==> config.mk <==
export PLATFORM = sky130hd
export DESIGN_NAME = up_down_counter
export DESIGN_NICKNAME = d
export VERILOG_FILES = /design/src/rtl/up_down_counter_pkg.sv /design/src/rtl/up_down_counter.sv
export SDC_FILE = /design/constraint.sdc
export NUM_CORES = 1
export LEC_CHECK = 0
export CAP_MARGIN = 20
export CORE_AREA = 4 4 41 43
export CTS_BUF_LIST = sky130_fd_sc_hd__clkbuf_16
export DETAILED_ROUTE_END_ITERATION = 10
export DIE_AREA = 0 0 45 47
export DONT_BUFFER_PORTS = 1
export PLACE_DENSITY = 0.32
export REMOVE_ABC_BUFFERS = 1
export SLEW_MARGIN = 20
export SYNTH_ARGS = -nofsm -noshare
export SYNTH_HDL_FRONTEND = slang
export SYNTH_SLANG_ARGS = --single-unit
==> constraint.sdc <==
create_clock -name i_clk -period 1.4 [get_ports i_clk]
set_input_delay 0.07 -clock i_clk [delete_from_list [all_inputs] [get_ports i_clk]]
set_output_delay 0.07 -clock i_clk [all_outputs]
set_load 0.005 [all_outputs]
==> src/rtl/up_down_counter_pkg.sv <==
// Shared constants for the up/down counter: default width and direction encodings.
package up_down_counter_pkg;

  localparam int  DEFAULT_WIDTH = 4;
  localparam logic DIR_UP       = 1'b1;
  localparam logic DIR_DOWN     = 1'b0;

endpackage

==> src/rtl/up_down_counter.sv <==
// WIDTH-bit synchronous up/down counter with enable; wraps in both directions,
// output driven straight from the count register.
module up_down_counter
  import up_down_counter_pkg::*;
#(
  parameter int WIDTH = DEFAULT_WIDTH
) (
  input  logic             i_clk,
  input  logic             i_rst,
  input  logic             i_en,
  input  logic             i_up_down,
  output logic [WIDTH-1:0] o_Q
);

  logic [WIDTH-1:0] count_p0;
  logic [WIDTH-1:0] count_nxt;

  localparam logic [WIDTH-1:0] ONE = {{(WIDTH-1){1'b0}}, 1'b1};

  // Modular add/subtract; natural truncation gives the wrap at both ends.
  always_comb begin
    count_nxt = count_p0;
    if (i_en) begin
      if (i_up_down == DIR_UP) count_nxt = count_p0 + ONE;
      else                     count_nxt = count_p0 - ONE;
    end
  end

  // Stage p0: count register, reset has priority over enable/direction
  always_ff @(posedge i_clk) begin
    if (i_rst) count_p0 <= '0;
    else       count_p0 <= count_nxt;
  end

  assign o_Q = count_p0;

endmodule

==> results.cfg <==
[outcome]
status = complete, but fails checks
violations = negative setup slack

[layout]
syn2layout_area_growth_pct = 78.1
num-fill-cells = 152
fin_nets = 44
regArea_um2 = 81.3
largest_reg_flops = 4
multi_input_area_um2 = 161
drive_gt1_frac = 0.400
diodes = 0

[synthesis]
yosysWarnings = 0
ys_types = 14
yosys.area_share.simple = 0.123
synth_top_family_by_area = adder cells
ys_top_cells_by_count = dfxtp_1 (4), nor2_1 (4)
muxShareOfSynthArea = 0.134
synthArstFlopShare = 0
syn_avg_cell_area_um2 = 9.75
synth_area_leaders = dfxtp_1 (34%), ha_1 (11%), fa_1 (8.6%)
synth_fa_ha_area_frac = 0.193
seq_area_frac_synth = 0.342
synth_edf_count = 0
synth-compound-area-share = 0.102
yosys.area.top_type = dfxtp_1
synthFlopType = dfxtp_1
syn_inst = 24
ys_seq_elements = 4
synth-xor-area-share = 0.0749
synth_top_area_frac = 0.342
syn_area_um2 = 234

[power_and_ir_drop]
p_leak_uw = 0.000194
p_total_uw = 700
pwr_density_cell_nw_per_um2 = 1680
peakVddDrop_mv = 0.671

[setup_path]
r2r-end = o_Q[3]
critPathLaunch = o_Q[1]
slowest_delay_ns = 0.34
crit_family = multiplexers
r2r_start = o_Q[1]
cp-endpoint = o_Q[3]
end_kind = register
crit_type = register to register
crit_buf_inv = 0
cp.arrival_ns = 1.59
reg2reg_slack_ns = -0.08
crit_fanout = 2
critPathLaunchType = register
cp_slowest_cell = dfxtp_2
rr_worst_depth = 5
crit_path_cell_trace = ha_4 > a21o_1 > a21oi_2 > mux2i_1 > mux2_1
path_depth = 5
required_ns = 1.50

[placement]
finalWeightedCongestion = 0.603
port_buffers = 0

[detailed_routing]
first_pass_iters = 2
wirelength_um = 548
ant_nets = 0
vias = 192
drt_iter0_markers = 2
viasPerCell = 3.84
drcViolationCount = 0
routedWlPerCell_um = 11.0

[cts]
cts_tree = done
cts_buffer_depth = 2
cts-root-buf = clkbuf_16
h-tree-depth = 1
cts_inserted_buffers = 3
clock_latency_ns = 0.22
cts_sinks = 4
clk_pin_slew_ns = 0.03

[run]
drv_cap = 0

[sta]
worst_slack_ns = -0.0849
final.min_clock_period_ns = 1.48
relSlewSlack = 0.886
finalSetupTns_ns = -0.0849
fin_crit_sh = 1.06
clock_skew_ns = 0.000877
rsz0062_at_grt = true
hold_viol_final = 0
slew_viol_final = 0
max_freq_mhz = 673
worst_pin_slew_ns = 0.166
finalSetupViolations = 1

[die]
core_area_um2 = 1300
start_util = 0.180
rows = 13
die_y_um = 47
ioPinCount = 8
die_area_um2 = 2120
die_w_um = 45

[grt]
grtUsageTotal = 0.0648
antenna_found_initial = 0
grt_max_degree = 7
grt_pass1_vias = 223
grt_overflow = 0
grt_pass1_wl_um = 931

[hold_path]
min_path_type = input pin to register
holdPathStages = 2
==> repair_timing <==
action | in CTS | in global routing
setup buffers | 1 | 0
hold buffers | 2 | 0
setup endpoints to repair | 1 | 2
gates cloned | 0 | 0
resized for setup | 3 | 1
pin swaps | 3 | 0
endpoints found under the hold margin | 3 | 0
==> worst min-delay path by stage <==
stage,start,end,slack (ns)
4_1_cts,i_en,o_Q[1],0.01
3_3_place_gp,i_rst,o_Q[1],0.14
6_report,i_en,o_Q[1],0.01
5_1_grt,i_en,o_Q[1],0.03
2_1_floorplan,i_rst,o_Q[0],0.14
3_5_place_dp,i_rst,o_Q[1],0.15
==> cell families after synthesis <==
logic type,Yosys count
simple gates,7
flops,4
compound gates,3
mux,3
fa+ha+maj,3
xor+xnor,2
buf+inv,2
==> cell type report <==
cell class	count	share of cell area
sequential	4	0.195
tap	15	0.0450
clock buffer	3	0.180
multi-input combinational	18	0.387
inverter	1	0.00901
timing repair buffer	9	0.183
==> layout by cell type, fill, tap and decap left out <==
| cell type | synthesis | routed |
|---|---|---|
| a211oi_1 | 1 | 1 |
| buf_6 | 0 | 1 |
| dfxtp_1 | 4 | 3 |
| clkbuf_16 | 0 | 3 |
| buf_4 | 0 | 6 |
| inv_1 | 1 | 1 |
| mux2i_1 | 2 | 2 |
| dfxtp_2 | 0 | 1 |
| dlygate4sd3_1 | 0 | 2 |
| ha_1 | 2 | 1 |
| nor2_1 | 4 | 4 |
| a21oi_2 | 1 | 1 |
| a21o_1 | 1 | 1 |
| ha_4 | 0 | 1 |
| fa_2 | 0 | 1 |
| nor2b_1 | 1 | 1 |
| mux2_1 | 1 | 1 |
| nand2_1 | 2 | 2 |
| xnor2_1 | 2 | 2 |
==> power by group <==
group	total, µW	internal (µW)	leakage (µW)	switching [µW]
clock network	440	364	0.0000370	75.8
logic	116	72.4	0.000124	43.2
registers	144	130	0.0000335	13.9
==> per-layer routing <==
| metal | GRT usage | part of all wire | vias up |
|---|---|---|---|
| li1 | - | - | 101 |
| met1 | 0.0638 | 0.41 | 85 |
| met2 | 0.102 | 0.51 | 6 |
| met3 | 0.0345 | 0.073 | 0 |
| met4 | 0.0526 | 0 | 0 |
| met5 | 0 | 0 | - |
==> per-stage QoR <==
stage	setup slack, ns	hold WS (ns)	instance area, µm²	std cells	utilization
floorplan	-0.163	0.142	230	23	-
global placement	-0.148	0.145	294	44	0.226
detailed placement	-0.177	0.145	294	44	0.226
CTS	-0.0941	0.00962	413	50	0.317
global route	-0.148	0.0330	417	50	0.320
finish	-0.0849	0.00999	417	50	0.320
Note: power is estimated with default switching activity, not from simulation.
